## config.mk

```make
export PLATFORM = sky130hd
export DESIGN_NAME = fan_tacho_meter
export DESIGN_NICKNAME = d
export VERILOG_FILES = /design/src/rtl/fan_ctrl_pkg.sv /design/src/rtl/fan_tacho_meter_if.sv /design/src/rtl/fan_tacho_meter_core.sv /design/src/rtl/tacho_debounce.sv /design/src/rtl/fan_tacho_meter.sv
export SDC_FILE = /design/constraint.sdc
export NUM_CORES = 1
export LEC_CHECK = 0
export CORE_ASPECT_RATIO = 0.8
export CORE_MARGIN = 3
export CORE_UTILIZATION = 53
export CTS_BUF_LIST = sky130_fd_sc_hd__clkbuf_16
export DETAILED_ROUTE_END_ITERATION = 7
export GPL_TIMING_DRIVEN = 0
export PLACE_DENSITY_LB_ADDON = 0.12
export SLEW_MARGIN = 10
export SYNTH_ARGS = -nofsm -noshare
export SYNTH_HDL_FRONTEND = slang
export SYNTH_SLANG_ARGS = --single-unit
```

## constraint.sdc

```tcl
create_clock -name clk -period 1.9 [get_ports clk]
set_input_delay 0.19 -clock clk [delete_from_list [all_inputs] [get_ports clk]]
set_output_delay 0.19 -clock clk [all_outputs]
set_load 0.05 [all_outputs]
```

## src/rtl/fan_ctrl_pkg.sv

```systemverilog
// -----------------------------------------------------------------------------
// fan_ctrl_pkg
// Shared definitions for the fan tacho meter: default gate/debounce/stall
// parameters, the measurement FSM state encoding and small saturating
// arithmetic helpers used by the counters.
// -----------------------------------------------------------------------------
package fan_ctrl_pkg;

    // Gate window length minus one, in clk cycles (10 ms at 10 MHz).
    localparam logic [16:0] GATE_DIV_DEF        = 17'd99_999;
    // Consecutive stable synchronized samples needed to accept a level change.
    localparam logic [3:0]  DEBOUNCE_CYCLES_DEF = 4'd15;
    // Consecutive zero-count windows before the fan is declared stalled.
    localparam logic [2:0]  STALL_GATES_DEF     = 3'd4;

    typedef enum logic [0:0] {
        ST_DISABLED = 1'b0,
        ST_MEASURE  = 1'b1
    } meter_state_e;

    // Add one to an 8-bit count when inc is set, holding at 255.
    function automatic logic [7:0] sat_add8(input logic [7:0] value, input logic inc);
        logic [7:0] result;
        if (inc && (value != 8'd255)) begin
            result = value + 8'd1;
        end else begin
            result = value;
        end
        return result;
    endfunction

    // Increment a 3-bit count, holding at limit.
    function automatic logic [2:0] sat_inc3(input logic [2:0] value, input logic [2:0] limit);
        logic [2:0] result;
        if (value >= limit) begin
            result = limit;
        end else begin
            result = value + 3'd1;
        end
        return result;
    endfunction

endpackage

```

## src/rtl/fan_tacho_meter_if.sv

```systemverilog
// -----------------------------------------------------------------------------
// fan_tacho_meter_if
// Measurement result bus between the tacho meter core and its consumer
// (the fan controller).
//   ena   : measurement enable, driven by the consumer
//   speed : pulses counted in the last completed window (saturated at 255)
//   valid : one-cycle strobe marking a new speed value
//   stall : fan-stalled flag, updated together with valid
// master = meter side (produces results), slave = controller side.
// -----------------------------------------------------------------------------
interface fan_tacho_meter_if;
    logic       ena;
    logic [7:0] speed;
    logic       valid;
    logic       stall;

    modport master (
        input  ena,
        output speed,
        output valid,
        output stall
    );

    modport slave (
        output ena,
        input  speed,
        input  valid,
        input  stall
    );
endinterface

```

## src/rtl/fan_tacho_meter_core.sv

```systemverilog
// -----------------------------------------------------------------------------
// fan_tacho_meter_core
// Gate-window pulse counter with stall detection and enable FSM.
//   clk    : system clock
//   rst_n  : asynchronous active-low reset
//   rise_i : one-cycle count pulse from the tacho conditioner
//   bus    : result bus (master side): ena in; speed, valid, stall out
// A window is GATE_DIV+1 cycles long; in its last cycle (gate-end) the count,
// including a pulse arriving in that very cycle, is published one clk later.
// -----------------------------------------------------------------------------
module fan_tacho_meter_core
    import fan_ctrl_pkg::*;
#(
    parameter logic [16:0] GATE_DIV    = GATE_DIV_DEF,
    parameter logic [2:0]  STALL_GATES = STALL_GATES_DEF
) (
    input  logic                      clk,
    input  logic                      rst_n,
    input  logic                      rise_i,
    fan_tacho_meter_if.master         bus
);

    meter_state_e r_state;
    logic [16:0]  r_gate_cnt;
    logic [7:0]   r_pulse_cnt;
    logic [2:0]   r_zero_cnt;
    logic [7:0]   r_speed;
    logic         r_valid;
    logic         r_stall;

    logic         w_gate_end;
    logic [7:0]   w_win_count;
    logic [2:0]   w_zero_next;

    // Closing-window values: count including a same-cycle pulse, next zero run
    always_comb begin
        w_gate_end  = (r_gate_cnt == GATE_DIV);
        w_win_count = sat_add8(r_pulse_cnt, rise_i);
        if (w_win_count == 8'd0) begin
            w_zero_next = sat_inc3(r_zero_cnt, STALL_GATES);
        end else begin
            w_zero_next = 3'd0;
        end
    end

    // Measurement FSM with gate, pulse and zero-window counters and outputs
    always_ff @(posedge clk or negedge rst_n) begin
        if (!rst_n) begin
            r_state     <= ST_DISABLED;
            r_gate_cnt  <= 17'd0;
            r_pulse_cnt <= 8'd0;
            r_zero_cnt  <= 3'd0;
            r_speed     <= 8'd0;
            r_valid     <= 1'b0;
            r_stall     <= 1'b0;
        end else begin
            case (r_state)
                ST_DISABLED: begin
                    // Counters parked at 0 so re-entry starts a fresh window;
                    // speed and stall keep the last published result.
                    r_gate_cnt  <= 17'd0;
                    r_pulse_cnt <= 8'd0;
                    r_zero_cnt  <= 3'd0;
                    r_valid     <= 1'b0;
                    if (bus.ena) begin
                        r_state <= ST_MEASURE;
                    end else begin
                        r_state <= ST_DISABLED;
                    end
                end
                ST_MEASURE: begin
                    if (!bus.ena) begin
                        r_state     <= ST_DISABLED;
                        r_gate_cnt  <= 17'd0;
                        r_pulse_cnt <= 8'd0;
                        r_zero_cnt  <= 3'd0;
                        r_valid     <= 1'b0;
                    end else if (w_gate_end) begin
                        // A pulse coinciding with gate end belongs to the
                        // closing window; the new window starts from zero.
                        r_gate_cnt  <= 17'd0;
                        r_pulse_cnt <= 8'd0;
                        r_speed     <= w_win_count;
                        r_valid     <= 1'b1;
                        r_zero_cnt  <= w_zero_next;
                        r_stall     <= (w_zero_next == STALL_GATES);
                    end else begin
                        r_gate_cnt  <= r_gate_cnt + 17'd1;
                        r_pulse_cnt <= sat_add8(r_pulse_cnt, rise_i);
                        r_valid     <= 1'b0;
                    end
                end
                default: begin
                    r_state     <= ST_DISABLED;
                    r_gate_cnt  <= 17'd0;
                    r_pulse_cnt <= 8'd0;
                    r_zero_cnt  <= 3'd0;
                    r_valid     <= 1'b0;
                end
            endcase
        end
    end

    assign bus.speed = r_speed;
    assign bus.valid = r_valid;
    assign bus.stall = r_stall;

endmodule

```

## src/rtl/tacho_debounce.sv

```systemverilog
// -----------------------------------------------------------------------------
// tacho_debounce
// Conditions the raw open-collector tacho input: 2-flop synchronizer, a
// stability filter and a rising-edge detector on the filtered level.
//   clk     : system clock
//   rst_n   : asynchronous active-low reset
//   tacho_i : raw tacho pulse, asynchronous to clk
//   rise_o  : one-cycle pulse per accepted rising edge of the filtered level
// -----------------------------------------------------------------------------
module tacho_debounce
    import fan_ctrl_pkg::*;
#(
    parameter logic [3:0] DEBOUNCE_CYCLES = DEBOUNCE_CYCLES_DEF
) (
    input  logic clk,
    input  logic rst_n,
    input  logic tacho_i,
    output logic rise_o
);

    logic       r_sync1;
    logic       r_sync2;
    logic       r_level;
    logic       r_rise;
    logic [3:0] r_stab_cnt;

    logic       w_differs;
    logic       w_accept;
    logic [4:0] w_stab_next;

    // Accept a new level on the differing sample that completes the stable run;
    // a threshold of 0 behaves like 1 (accept on the first differing sample).
    always_comb begin
        w_differs   = r_sync2 ^ r_level;
        w_stab_next = {1'b0, r_stab_cnt} + 5'd1;
        if (w_differs && (w_stab_next >= {1'b0, DEBOUNCE_CYCLES})) begin
            w_accept = 1'b1;
        end else begin
            w_accept = 1'b0;
        end
    end

    // Two-flop synchronizer for the asynchronous tacho input
    always_ff @(posedge clk or negedge rst_n) begin
        if (!rst_n) begin
            r_sync1 <= 1'b0;
            r_sync2 <= 1'b0;
        end else begin
            r_sync1 <= tacho_i;
            r_sync2 <= r_sync1;
        end
    end

    // Stability counter, filtered level and registered rising-edge pulse
    always_ff @(posedge clk or negedge rst_n) begin
        if (!rst_n) begin
            r_level    <= 1'b0;
            r_stab_cnt <= 4'd0;
            r_rise     <= 1'b0;
        end else if (w_accept) begin
            r_level    <= r_sync2;
            r_stab_cnt <= 4'd0;
            // The level flips to r_sync2, so a new level of 1 is a rising edge.
            r_rise     <= r_sync2;
        end else if (w_differs) begin
            r_stab_cnt <= w_stab_next[3:0];
            r_rise     <= 1'b0;
        end else begin
            // Any sample agreeing with the filtered level restarts the run.
            r_stab_cnt <= 4'd0;
            r_rise     <= 1'b0;
        end
    end

    assign rise_o = r_rise;

endmodule

```

## src/rtl/fan_tacho_meter.sv

```systemverilog
// -----------------------------------------------------------------------------
// fan_tacho_meter
// Fan tachometer: counts debounced tacho rising edges per gate window and
// reports the count, a new-value strobe and a stall flag.
//   clk     : system clock
//   rst_n   : asynchronous active-low reset
//   ena     : measurement enable
//   tacho_i : raw open-collector tacho pulse, asynchronous to clk
//   speed_o : pulses in the last completed window, saturated at 255
//   valid_o : one-cycle strobe marking a new speed_o value
//   stall_o : fan-stalled flag (STALL_GATES consecutive zero windows)
// -----------------------------------------------------------------------------
module fan_tacho_meter
    import fan_ctrl_pkg::*;
#(
    parameter logic [16:0] GATE_DIV        = GATE_DIV_DEF,
    parameter logic [3:0]  DEBOUNCE_CYCLES = DEBOUNCE_CYCLES_DEF,
    parameter logic [2:0]  STALL_GATES     = STALL_GATES_DEF
) (
    input  logic       clk,
    input  logic       rst_n,
    input  logic       ena,
    input  logic       tacho_i,
    output logic [7:0] speed_o,
    output logic       valid_o,
    output logic       stall_o
);

    logic w_rise;

    fan_tacho_meter_if u_bus ();

    tacho_debounce #(
        .DEBOUNCE_CYCLES (DEBOUNCE_CYCLES)
    ) u_debounce (
        .clk     (clk),
        .rst_n   (rst_n),
        .tacho_i (tacho_i),
        .rise_o  (w_rise)
    );

    fan_tacho_meter_core #(
        .GATE_DIV    (GATE_DIV),
        .STALL_GATES (STALL_GATES)
    ) u_core (
        .clk    (clk),
        .rst_n  (rst_n),
        .rise_i (w_rise),
        .bus    (u_bus.master)
    );

    assign u_bus.ena = ena;
    assign speed_o   = u_bus.speed;
    assign valid_o   = u_bus.valid;
    assign stall_o   = u_bus.stall;

endmodule

```

==> metrics.cfg <==
[run_status]
outcome = finished with violations
violations = negative setup slack

[floorplan]
fp.coreArea_sq_mm = 0.003979
fp.dieW_um = 79.51
die_area_sq_mm = 0.005152
floorplan.initialDensity = 0.5758
die_y_um = 64.81
floorplan.rows = 20
ios = 14

[detailed_routing]
vias_per_inst = 5.731
antenna_left = 0
vias = 1788
wl_mm = 5.023
drt_iter0_markers = 81
detailedRoute.firstPassIterationCount = 4
post-route-drc-count = 0
wl_per_cell_um = 16.10

[sta]
layout_worst_path_cycle_share = 1.075
maxSlewViolCount = 0
hold_ws_ps = 354.2
setup_repair_after_global_routing_missed_its_margin = true
timing.slew.headroom = 0.6575
period_minus_slack_ps = 2043
max_slew.worst_pin.slew_ps = 513.7
maxClockFrequency_mhz = 489.5
timing.final.setup_violations = 4
layout_setup_ws_ps = -143.1
hold_viol_final = 0
skew_ps = 5.539

[synth]
synth-seq-cells = 47
async_reset_ff_frac = 1.000
ys_dominant_reg_cell = dfrtp_1
yosys.cell_count.top_type = dfrtp_1
synth_top_cells_by_count = dfrtp_1, nor2_1, nand2_1, xor2_1, a21oi_1
synth_xor_area_frac = 0.07646
mappedNetlistArea_sq_mm = 0.002291
synth_top_cell_area_share = 0.5134
yosys.area_share.adder = 0.03277
synthTopCellsByArea = dfrtp_1, xor2_1, nor2_1
synth_compound_area_frac = 0.1060
synthesis.nets = 229
synth_edf_count = 0
synth_top_area_cell = dfrtp_1
post_synth_inst_count = 219
yosys.area_share.simple = 0.2332
yosys_warnings = 0
synth.avg_cell_area_sq_um = 10.46
synth_top_family_by_area = simple AND/OR/NAND/NOR gates
muxShareOfSynthArea = 0.01365
synth.lib_cells_used.distinct = 47
synth_seq_area_share = 0.5134

[clock_network]
clk_path_buf_depth = 2
worst_skew_pair.late_latency_ps = 280
clock_tree_from_tritoncts = done
cts.root.buffer_cell = clkbuf_16
cts_htree_levels = 2
cts_sinks = 47
cts_inserted_buffers = 5
clk_transition_reported_paths_ps = 60

[placed_design]
place.detailed.instances = 288
hpwl_mm = 3.150
finalWeightedCongestion = 0.8229
count_of_input_and_output_buffers = 13
placedInstanceArea_sq_mm = 0.002511

[finish]
utilization = 0.7343
ff_latch_area_sq_mm = 0.001181
design_area_sq_mm = 0.002922
flow.area_growth_from_synthesis_pct = 27.53
fin_nets = 267
layout-drive-gt1-share = 0.2490
finish.cell_count_without_fillers = 312
fillCellCount = 256
antenna_diode_count = 0
multi_input_comb_area_sq_mm = 0.001169

[critical_path]
timing.setup.critical_path_class = flip-flop to flip-flop
endpoint_required_time_on_the_critical_path_ps = 2120
critical_path_peak_fanout = 5
worstSetupEndpointType = flip-flop
worstSetupStartpointType = flip-flop
data_arrival_time_at_the_worst_slack_endpoint_ps = 2270

[global_route]
first_global_vias = 1754
grt_antenna_before_repair = 0
grt_overflow = 0
pin_count_of_the_biggest_net_entering_global_routing = 28
first_pass_grt_wire_length_mm = 8.376
grt_use_total = 0.2132

[worst_hold_path]
hold_path_class = flip-flop to flip-flop

[job]
timing.max_cap.violations = 0

[pwr]
power_density_mw_per_mm2 = 721.8
leakage_uw = 0.001257
ir_drop_mv = 0.4825

## final timing paths
path	startpoint	endpoint	slack (ps)	cells past startpoint
max in group asynchronous	rst_n	u_core.r_gate_cnt[6]	960	3
setup reg to reg	u_core.r_pulse_cnt[0]	u_core.bus.stall	-140	8
setup / recovery	u_core.r_pulse_cnt[0]	u_core.bus.stall	-140	8
hold / removal	u_debounce.r_sync1	u_debounce.r_sync2	350	0
hold reg to reg	u_debounce.r_sync1	u_debounce.r_sync2	350	0
min in group asynchronous	rst_n	u_core.r_gate_cnt[16]	410	2
## final cells by class
type	count	share of cell area
Sequential cell	47	0.4043
Multi-Input combinational cell	161	0.4000
Timing Repair Buffer	32	0.09807
Clock buffer	5	0.04283
Tap cell	55	0.02355
Buffer	4	0.01199
Clock inverter	2	0.01156
Inverter	6	0.007709
## stage by stage
step	setup TNS [ps]	worst slack, ps	total power [uW]
3_5_place_dp	-4952	-294.7	1153
5_1_grt	-635.6	-190.2	2203
3_3_place_gp	-30220	-550.4	1142
2_1_floorplan	0	9.959	1106
4_1_cts	-367.0	-125.3	2113
6_report	-419.6	-143.1	2109
## sequential cells by signal, summed over array words and instances (netlist names), 3 cells and up
signal,cells
u_core.bus.speed,8
u_core.r_zero_cnt,3
u_core.r_gate_cnt,17
u_core.r_pulse_cnt,8
u_debounce.r_stab_cnt,4
## where the power goes
group	total (uW)	internal, uW	leakage (uW)	switching, uW
Clock	952	608	0.0000811	344
Sequential	1040	1020	0.000640	21.2
Combinational	117	53.2	0.000537	64.0
Total	2110	1680	0.00126	429
## repair_timing
| item | 4_1_cts | 5_1_grt |
|---|---|---|
| setup buffers | 12 | 6 |
| hold buffers | 1 | 0 |
| gates resized for setup | 10 | 24 |
| endpoints found under the hold margin | 20 | 0 |
| pin swaps | 11 | 9 |
| endpoints found under the setup margin | 30 | 30 |
## layout by cell type, fill, tap and decap left out, types with 2 or more instances in the layout
cell type	synthesis	layout
dfrtp_1	47	43
nor2_1	30	30
buf_4	1	16
xor2_1	15	15
nand2_1	15	14
clkdlybuf4s50_1	0	12
nand3_1	11	10
a21oi_1	14	10
nand4_1	6	6
inv_1	5	5
and3_1	6	5
xnor2_1	5	5
nor2b_1	5	5
clkbuf_16	0	5
nor3_1	5	4
o21ai_0	4	4
a21oi_2	0	4
dfrtp_2	0	4
nor4b_2	1	3
and4_4	2	3
buf_6	1	3
or3_1	3	3
a31o_1	3	3
o31ai_1	3	3
ha_4	0	3
and3_4	0	2
buf_2	0	2
inv_2	1	2
ha_1	6	2
## cell families (layout without fill, tap and decap cells)
family | Yosys count | after routing
and+or+nand+nor | 99 | 99
xor gates and xnor gates | 20 | 20
muxes | 3 | 3
AOI/OAI and AO/OA | 33 | 33
DFF | 47 | 47
adders and majority gates | 6 | 6
buffers and inverters | 11 | 49
## worst max-delay path, cell delays in order, from the launching register on
cell and delay [ps]:
dfrtp_2 410, ha_4 190, and3_4 240, a21boi_4 60
or3_4 340, a2111oi_4 350, buf_4 210, buf_6 90
a22o_1 100
## metal layers
metal | global-route usage | part of all wire
met5 | 0 | 0
met4 | 0.08369 | 0.016
met3 | 0.05000 | 0.045
met2 | 0.3438 | 0.49
met1 | 0.2784 | 0.45
Power figures use the tool's default switching activity.
